===== src/rtl/rob_order_queue.sv =====
// In-order reorder buffer: allocates tags at dispatch, captures CDB results,
// forwards completed values and retires the head entry, flushing on a mispredicted branch.
module rob_order_queue #(
  parameter int ROB_DEPTH = 3
) (
  input  logic                 clk,
  input  logic                 rst,
  input  logic                 issue,
  output logic                 issue_ready,
  input  logic [6:0]           issue_opcode,
  input  logic [4:0]           issue_rd_s,
  output logic [ROB_DEPTH-1:0] issue_rob,
  input  logic                 cdb_valid,
  input  logic [ROB_DEPTH-1:0] cdb_rob,
  input  logic [31:0]          cdb_v,
  input  logic                 cdb_mispredict,
  input  logic [31:0]          cdb_target_pc,
  input  logic [ROB_DEPTH-1:0] rs1_rob,
  input  logic [ROB_DEPTH-1:0] rs2_rob,
  output logic                 rs1_rob_ready,
  output logic                 rs2_rob_ready,
  output logic [31:0]          rs1_rob_v,
  output logic [31:0]          rs2_rob_v,
  output logic                 commit_valid,
  output logic                 commit_reg_write,
  output logic [4:0]           commit_rd_s,
  output logic [31:0]          commit_rd_v,
  output logic [ROB_DEPTH-1:0] commit_rob,
  output logic                 flush,
  output logic [31:0]          flush_pc
);

  localparam int N = 1 << ROB_DEPTH;
  localparam logic [ROB_DEPTH:0]   FULL_COUNT = {1'b1, {ROB_DEPTH{1'b0}}};
  localparam logic [ROB_DEPTH:0]   CNT_ONE    = (ROB_DEPTH+1)'(1'b1);
  localparam logic [ROB_DEPTH-1:0] PTR_ONE    = ROB_DEPTH'(1'b1);
  localparam logic [6:0]           OP_BRANCH  = 7'b1100011;
  localparam logic [6:0]           OP_STORE   = 7'b0100011;

  logic [N-1:0]         valid_r;
  logic [N-1:0]         done_r;
  logic [N-1:0]         mispred_r;
  logic [6:0]           opcode_r [N];
  logic [4:0]           rd_r     [N];
  logic [31:0]          value_r  [N];
  logic [31:0]          target_r [N];
  logic [ROB_DEPTH-1:0] head_r;
  logic [ROB_DEPTH-1:0] tail_r;
  logic [ROB_DEPTH:0]   count_r;
  logic                 alloc_s;

  // Branches and stores retire without touching the register file; x0 is never written.
  function automatic logic writes_reg(input logic [6:0] opcode, input logic [4:0] rd);
    return (rd != 5'd0) && (opcode != OP_BRANCH) && (opcode != OP_STORE);
  endfunction

  assign issue_ready = (count_r != FULL_COUNT) & ~flush;
  assign issue_rob   = tail_r;
  assign alloc_s     = issue & issue_ready;

  // Head-entry retirement and flush decode; payload outputs stay zero unless retiring.
  always_comb begin
    commit_valid = valid_r[head_r] & done_r[head_r];
    commit_rob   = head_r;
    if (commit_valid) begin
      commit_rd_s      = rd_r[head_r];
      commit_rd_v      = value_r[head_r];
      commit_reg_write = writes_reg(opcode_r[head_r], rd_r[head_r]);
      flush            = mispred_r[head_r];
      flush_pc         = target_r[head_r];
    end else begin
      commit_rd_s      = 5'd0;
      commit_rd_v      = 32'd0;
      commit_reg_write = 1'b0;
      flush            = 1'b0;
      flush_pc         = 32'd0;
    end
  end

  // Operand forwarding of completed entries to dispatch (no same-cycle CDB bypass).
  always_comb begin
    rs1_rob_ready = valid_r[rs1_rob] & done_r[rs1_rob];
    rs2_rob_ready = valid_r[rs2_rob] & done_r[rs2_rob];
    if (rs1_rob_ready) begin
      rs1_rob_v = value_r[rs1_rob];
    end else begin
      rs1_rob_v = 32'd0;
    end
    if (rs2_rob_ready) begin
      rs2_rob_v = value_r[rs2_rob];
    end else begin
      rs2_rob_v = 32'd0;
    end
  end

  // Entry array, pointers and occupancy; a flush wins over same-cycle issue and CDB writes.
  always_ff @(posedge clk or negedge rst) begin
    if (!rst) begin
      valid_r   <= '0;
      done_r    <= '0;
      mispred_r <= '0;
      head_r    <= '0;
      tail_r    <= '0;
      count_r   <= '0;
      for (int i = 0; i < N; i++) begin
        opcode_r[i] <= 7'd0;
        rd_r[i]     <= 5'd0;
        value_r[i]  <= 32'd0;
        target_r[i] <= 32'd0;
      end
    end else if (flush) begin
      valid_r   <= '0;
      done_r    <= '0;
      mispred_r <= '0;
      head_r    <= '0;
      tail_r    <= '0;
      count_r   <= '0;
    end else begin
      if (alloc_s) begin
        valid_r[tail_r]   <= 1'b1;
        done_r[tail_r]    <= 1'b0;
        mispred_r[tail_r] <= 1'b0;
        opcode_r[tail_r]  <= issue_opcode;
        rd_r[tail_r]      <= issue_rd_s;
        tail_r            <= tail_r + PTR_ONE;
      end
      if (cdb_valid && valid_r[cdb_rob]) begin
        done_r[cdb_rob]    <= 1'b1;
        mispred_r[cdb_rob] <= cdb_mispredict;
        value_r[cdb_rob]   <= cdb_v;
        target_r[cdb_rob]  <= cdb_target_pc;
      end
      if (commit_valid) begin
        valid_r[head_r] <= 1'b0;
        head_r          <= head_r + PTR_ONE;
      end
      case ({alloc_s, commit_valid})
        2'b10:   count_r <= count_r + CNT_ONE;
        2'b01:   count_r <= count_r - CNT_ONE;
        default: count_r <= count_r;
      endcase
    end
  end

endmodule

===== config.mk =====
export PLATFORM = sky130hd
export DESIGN_NAME = rob_order_queue
export DESIGN_NICKNAME = d
export VERILOG_FILES = /design/src/rtl/rob_order_queue.sv
export SDC_FILE = /design/constraint.sdc
export NUM_CORES = 1
export LEC_CHECK = 0
export CELL_PAD_IN_SITES_DETAIL_PLACEMENT = 0
export CELL_PAD_IN_SITES_GLOBAL_PLACEMENT = 1
export CORE_MARGIN = 2
export CORE_UTILIZATION = 50
export DETAILED_ROUTE_END_ITERATION = 7
export GPL_TIMING_DRIVEN = 0
export MAX_ROUTING_LAYER = met4
export PLACE_DENSITY_LB_ADDON = 0.1
export SYNTH_ARGS = -nofsm -noshare
export SYNTH_HDL_FRONTEND = slang
export SYNTH_SLANG_ARGS = --single-unit

===== constraint.sdc =====
create_clock -name clk -period 3.1 [get_ports clk]
set_clock_uncertainty 0.05 [all_clocks]
set_input_delay 0.62 -clock clk [delete_from_list [all_inputs] [get_ports clk]]
set_output_delay 0.62 -clock clk [all_outputs]
set_load 0.01 [all_outputs]

Yosys cells after proc, flatten, opt, wreduce, memory -nomap -nowiden --
Cells that the tools add are included.
Operators by class: reductions and logical operators 14, bitwise logic cells 18, $lt $le $gt $ge 15, multiplexer cells 76, equal/unequal tests 5, add/subtract/negate cells 4
Operators with widths (number):
- 256-bit bitwise mux | 2
- 32-bit 2-to-1 mux | 13
- 32-bit binary-select mux with 3-bit select | 4
- 32-bit demux with 3-bit select | 1
- 8-bit 2-to-1 mux | 12
- 56-bit bitwise mux | 1
- 40-bit bitwise mux | 1
- 8-bit bitwise AND | 3
- 1-bit binary-select mux with 3-bit select | 8
- 7-bit binary-select mux with 3-bit select | 1
- 7-bit demux with 3-bit select | 1
- 7-bit 2-to-1 mux | 3
- 4-bit >= comparator, second input constant | 5
- 3-bit by 4-bit < comparator with 1-bit output, second input constant | 5
- 5-bit 2-to-1 mux | 4
- 3-bit inverter with 4-bit output | 5
- 8-bit inverter | 2
- 8-bit OR | 2
- 5-bit binary-select mux with 3-bit select | 1
- 5-bit demux with 3-bit select | 1
- 1-bit 2-to-1 mux | 13
- 3-bit 2-to-1 mux | 4
- 1-bit demux with 3-bit select | 3
- 3-bit by 1-bit >= comparator with 1-bit output, second input constant | 3
- 19 further kinds | 34
Storage, ports and cells: word-level logic and storage cells 170, input bits 90, output and inout bits 145, register bits 642

Logic depth before layout (Yosys ltp) --
depth in word-level cells 12, mapped depth 11, mapped depth without buffers 10

Least setup slack after synthesis --
No wires, ideal clock.
path type in2out, from input port rs1_rob[0], to output port rs1_rob_v[0], buffers on the path 3, arrival 2382 ps, data required time 2430 ps, path slack 48 ps, stages 5, cell sequence clkbuf_1 -> buf_1 -> mux2_2 -> clkbuf_1 -> nor2_1
On the way: cells in the longest elaborated chain, start to end 5, elaborated cells between the ends (all ways) 10, classes of those cells mux: 8; bitwise: 2
RTL lines:
- start: declaration | RTL line 18 | input logic [ROB_DEPTH-1:0] rs1_rob,
- 3-bit inverter with 4-bit output (implied by the code) | RTL line 85 | rs1_rob_v = value_r[rs1_rob];
- 32-bit binary-select mux with 3-bit select | RTL line 85
- 32-bit 2-to-1 mux (implied by the code) (2 in series) | RTL line 85
- 32-bit 2-to-1 mux (*) | RTL line 84 | if (rs1_rob_ready) begin
- end: declaration | RTL line 22 | output logic [31:0] rs1_rob_v,
Mark *: on every way between the ends. The rest lies on a longest branch, timed or not. The select of a mux whose other input is x is not followed.

Final worst setup path --
from register head_r[0], in the netlist commit_rob[0], to output port commit_rd_v[1]
On the way: cells in the longest elaborated chain, start to end 5, elaborated cells between the ends (all ways) 10, classes of those cells mux: 8; bitwise: 2
RTL lines:
- start: declaration | RTL line 47 | logic [ROB_DEPTH-1:0] head_r;
- start signal: assignment | RTL line 135 | head_r <= head_r + PTR_ONE;
- 3-bit inverter with 4-bit output (implied by the code) | RTL line 67 | commit_rd_v = value_r[head_r];
- 32-bit binary-select mux with 3-bit select | RTL line 67
- 32-bit 2-to-1 mux (implied by the code) (2 in series) | RTL line 67
- 32-bit 2-to-1 mux (*) | RTL line 65 | if (commit_valid) begin
- end: declaration | RTL line 27 | output logic [31:0] commit_rd_v,
Marks and branches as above.

==> summary by stage <==
Cells and area
Fill cells in the final layout number 4,830. The share of cells above drive strength 1 is 60.0%. The register area is 15,900 sq um. After the last flow step, the layout net total stands at 2,650. The area of the multi-input gates is 17,500 sq um. The growth of design area from synthesis to finish is 28.4%. Measured on the finished design, the core utilization comes to 64.6%.

Worst setup path
The origin of the critical flop-to-flop path is commit_rob[0]. The minimum setup slack among reg-to-reg paths is 0.01 ns. The nature of the critical path startpoint is a flip-flop. At the worst endpoint, the arrival time is 2.84 ns.

The signal on the critical path passes through buf_6 -> mux4_2 -> mux2_4 -> buf_12 -> clkbuf_16 -> clkbuf_16 -> nor2_4 -> buf_6. Broken down by cell family, the worst path's largest delay share belongs to multiplexers. The category of the critical setup timing path is flip-flop to output pin. Of all nets on the critical path, the largest fanout is 5. The sort of element at the end of the critical path is an output pin. The worst-case reg-to-reg path depth is 8. The critical path data required time is 2.43 ns. The capturing point of the worst reg2reg path is value_r[49]. For this design, the slowest cell found on the critical path is sky130_fd_sc_hd__mux4_2. The critical path buffer and inverter count is 5. In this design, the stage delay of the slowest critical-path cell is 0.53 ns.

Run status
The run finished, with violations left. The final reports fail on setup timing.

Global route
The number of global-route vias before repair is 22.9k. The number of antenna violations at the first check in global routing was 5. In the global route stage, overall resource usage came out at 31.3%. The global-route wire length before repair is 151,000 um.

The global-route congestion overflow total is 0. Entering global routing, the biggest net connects 133 pins.

STA
The number of max-slew violations in the final report is 0. Timing would allow up to 285 MHz. For the pin with the worst max-slew slack, the measured transition is 1.03 ns. The part of the cycle the worst path needs is 113%. The final count of negative-setup-slack endpoints is 115.

Once routing completed, OpenROAD measured the worst setup slack at -0.411 ns. The final hold violation count is 0. After layout, the minimum clock period comes to 3.51 ns. Setup repair after global routing could not meet its margin everywhere. The worst slew margin relative to its limit is 31.4%.

CTS
TritonCTS built the clock tree. The number of buffers created by CTS is 73. The root buffer cell is sky130_fd_sc_hd__clkbuf_16.

The register clock-pin slew on the reported worst setup and hold paths is 0.06 ns. In this run the number of H-tree levels came out at 3. The worst-skew pair later-pin latency is 0.60 ns.

The number of clock sinks is 634. The maximum count of clock buffers along a single path is 3.

Routing
The total wire length is 102,000 um. In the routed design, unresolved DRC markers number 0. The via count normalized by instance count is 6.29.

The count of vias placed by the detailed router is 21.9k. The remaining antenna violation count after routing is 0. The first-pass iteration count of the detailed router is 5. The average wire length per cell after detail routing is 29.4 um.

In this run, the number of DRC markers left after iteration 0 of detailed routing was 1,691.

Hold path
The tightest min-delay check is of the input port to async pin type.

Synth
The synthesized design contains 634 register bits. The share of synthesized flip-flops with an asynchronous set or reset is 100%. Of the post-synthesis cell area, the dominant cell type holds 48.0%. Of the synthesized area, sequential elements account for 48.0%. Of all cell types, the one taking the most synthesized area is sky130_fd_sc_hd__dfrtp_1. In the post-synthesis netlist, the biggest area contributors are sky130_fd_sc_hd__dfrtp_1 (48%), sky130_fd_sc_hd__mux2_2 (20%), sky130_fd_sc_hd__mux4_2 (19%). After technology mapping, the gate count stands at 2,154. The mapped netlist covers 33,000 sq um.

The number of distinct library cells after synthesis is 56. The number of enable flip-flop cells after synthesis is 0. The warning count from the yosys run is 0. After synthesis, the mean cell area works out to 15.3 sq um.

The dominant synthesized flop cell is sky130_fd_sc_hd__dfrtp_1. When the netlist entered floorplanning its net count stood at 2,248.

Floorplanning
In this run the horizontal extent of the chip is 261 um. Row generation in the floorplan step produced 94 rows. The placeable core area is 65,600 sq um.

The die covers 68,100 sq um. The chip height is 261 um. 235 I/O pins were placed. The initial cell density of the core is 50.3%.

Place
The estimated wirelength of the detail-placed design is 65,200 um. The routability congestion estimate is 0.884. The count of buffers inserted at the top-level ports is 229.

Power
The worst-case IR drop observed on VDD is 0.581 mV. The overall power after layout is 46.8 mW. The leakage power of the design is 17.4 nW.

The power density relative to cell area is 1100 nW/um^2.

Run
Across the run, the number of max-cap violations was 0.
==> power by group <==
part,switching [mW],total [mW],internal (mW)
sequential,2.84,15.1,12.3
combinational,10.0,22.9,12.9
clock,3.50,8.78,5.28
total,16.4,46.8,30.4
==> per-stage QoR <==
| stage | area, sq um | TNS (ns) | hold slack (ns) | worst slack, ns | std cells |
|---|---|---|---|---|---|
| 2_1_floorplan | 33000 | 0 | 0.274 | 0.0482 | 2154 |
| 3_3_place_gp | 36400 | - | 0.414 | -26.32 | 3247 |
| 3_5_place_dp | 36500 | -510.16 | 0.424 | -2.08 | 3252 |
| 4_1_cts | 41200 | -89.37 | 0.402 | -0.395 | 3425 |
| 5_1_grt | 42400 | -30.17 | 0.431 | -0.450 | 3480 |
| 6_report | 42400 | -24.26 | 0.415 | -0.411 | 3480 |
==> timing repair <==
action / CTS / global route
hold buffers: 1 / 0
pin swaps: 68 / 46
hold endpoints to repair: 29 / 0
buffers inserted: 32 / 49
endpoints found under the setup margin: 646 / 601
gates cloned: 10 / 4
resized for setup: 1049 / 373
==> synthesized netlist by cell type, types with 9 or more instances <==
library cell / n
sky130_fd_sc_hd__nor2_1: 149
sky130_fd_sc_hd__inv_1: 11
sky130_fd_sc_hd__buf_2: 38
sky130_fd_sc_hd__o211ai_1: 9
sky130_fd_sc_hd__mux4_2: 274
sky130_fd_sc_hd__dfrtp_1: 634
sky130_fd_sc_hd__buf_1: 39
sky130_fd_sc_hd__buf_6: 18
sky130_fd_sc_hd__nand2_1: 27
sky130_fd_sc_hd__buf_4: 20
sky130_fd_sc_hd__o21ai_0: 30
sky130_fd_sc_hd__mux2_1: 20
sky130_fd_sc_hd__mux2i_1: 138
sky130_fd_sc_hd__mux2_2: 585
sky130_fd_sc_hd__clkbuf_1: 53
==> area by class of cell <==
| cell class | count | area share (%) |
|---|---|---|
| diodes | 5 | 0.0295 |
| flip-flops and latches | 634 | 37.4 |
| well taps | 864 | 2.55 |
| inverters | 13 | 0.145 |
| plain buffers | 166 | 4.43 |
| clock inverters | 23 | 0.673 |
| clock buffers | 107 | 5.04 |
| repair buffers | 329 | 8.42 |
| multi-input cells | 1339 | 41.3 |
==> routing by layer <==
layer  track usage, %  up-vias  part of all wire [%]
met4             9.88        0                   2.7
met1             41.8    11841                    42
met2             49.1      787                    49
met3             5.80      172                   7.1
met5                -        -                     0
li1                 -     9082                     -
==> placed cells by master, fill, tap and decap left out, types with 16 or more instances in the layout <==
cell / n
sky130_fd_sc_hd__dfrtp_1: 633
sky130_fd_sc_hd__mux2_2: 582
sky130_fd_sc_hd__mux4_2: 274
sky130_fd_sc_hd__buf_6: 152
sky130_fd_sc_hd__nor2_4: 104
sky130_fd_sc_hd__mux2i_1: 98
sky130_fd_sc_hd__clkbuf_16: 97
sky130_fd_sc_hd__buf_4: 90
sky130_fd_sc_hd__clkdlybuf4s50_1: 87
sky130_fd_sc_hd__buf_2: 43
sky130_fd_sc_hd__clkbuf_8: 33
sky130_fd_sc_hd__o21ai_0: 26
sky130_fd_sc_hd__buf_12: 24
sky130_fd_sc_hd__mux2i_4: 24
sky130_fd_sc_hd__nand2_1: 24
sky130_fd_sc_hd__nor2_2: 23
sky130_fd_sc_hd__nor2_1: 22
sky130_fd_sc_hd__clkbuf_1: 21
sky130_fd_sc_hd__mux2_1: 20
sky130_fd_sc_hd__clkbuf_4: 17
sky130_fd_sc_hd__mux2i_2: 16
==> worst max path at each step <==
stage | from | to | slack [ns] | depth (start not counted)
2_1_floorplan | rs1_rob[0] | rs1_rob_v[0] | 0.05 | 5
3_3_place_gp | rst | target_r[123] | -26.32 | 1
5_1_grt | commit_rob[0] | commit_rd_v[1] | -0.45 | 8
4_1_cts | commit_rob[0] | commit_rd_v[5] | -0.39 | 8
6_report | commit_rob[0] | commit_rd_v[1] | -0.41 | 8
3_5_place_dp | rs1_rob[0] | rs1_rob_v[25] | -2.08 | 6
==> worst register-to-register path: stages, from the launching register on <==
cell	delay, ns
sky130_fd_sc_hd__dfrtp_1	0.38
sky130_fd_sc_hd__buf_6	0.15
sky130_fd_sc_hd__mux4_2	0.53
sky130_fd_sc_hd__mux2_4	0.34
sky130_fd_sc_hd__bufbuf_16	0.29
sky130_fd_sc_hd__o21ai_2	0.25
sky130_fd_sc_hd__buf_4	0.30
sky130_fd_sc_hd__buf_4	0.30
sky130_fd_sc_hd__mux2_2	0.38
==> kinds of logic (layout without fill, tap and decap cells) <==
kind of cell	Yosys count	count (layout)	share of synthesized area [%]
mux	1018	1018	43.6
flops	634	634	48.0
simple gates	212	212	2.71
buf+inv	181	638	2.85
compound gates	99	99	2.54
xor+xnor	6	6	0.159
fa+ha+maj	4	4	0.152
other cells	0	5	0
==> registers in the layout, summed over array words and instances, names as in the netlist <==
register    count
commit_rob      3
issue_rob       3
target_r      256
count_r         4
value_r       256
rd_r           40
opcode_r       48
done_r          8
mispred_r       8
valid_r         8
(Power assumes the default switching activity.)
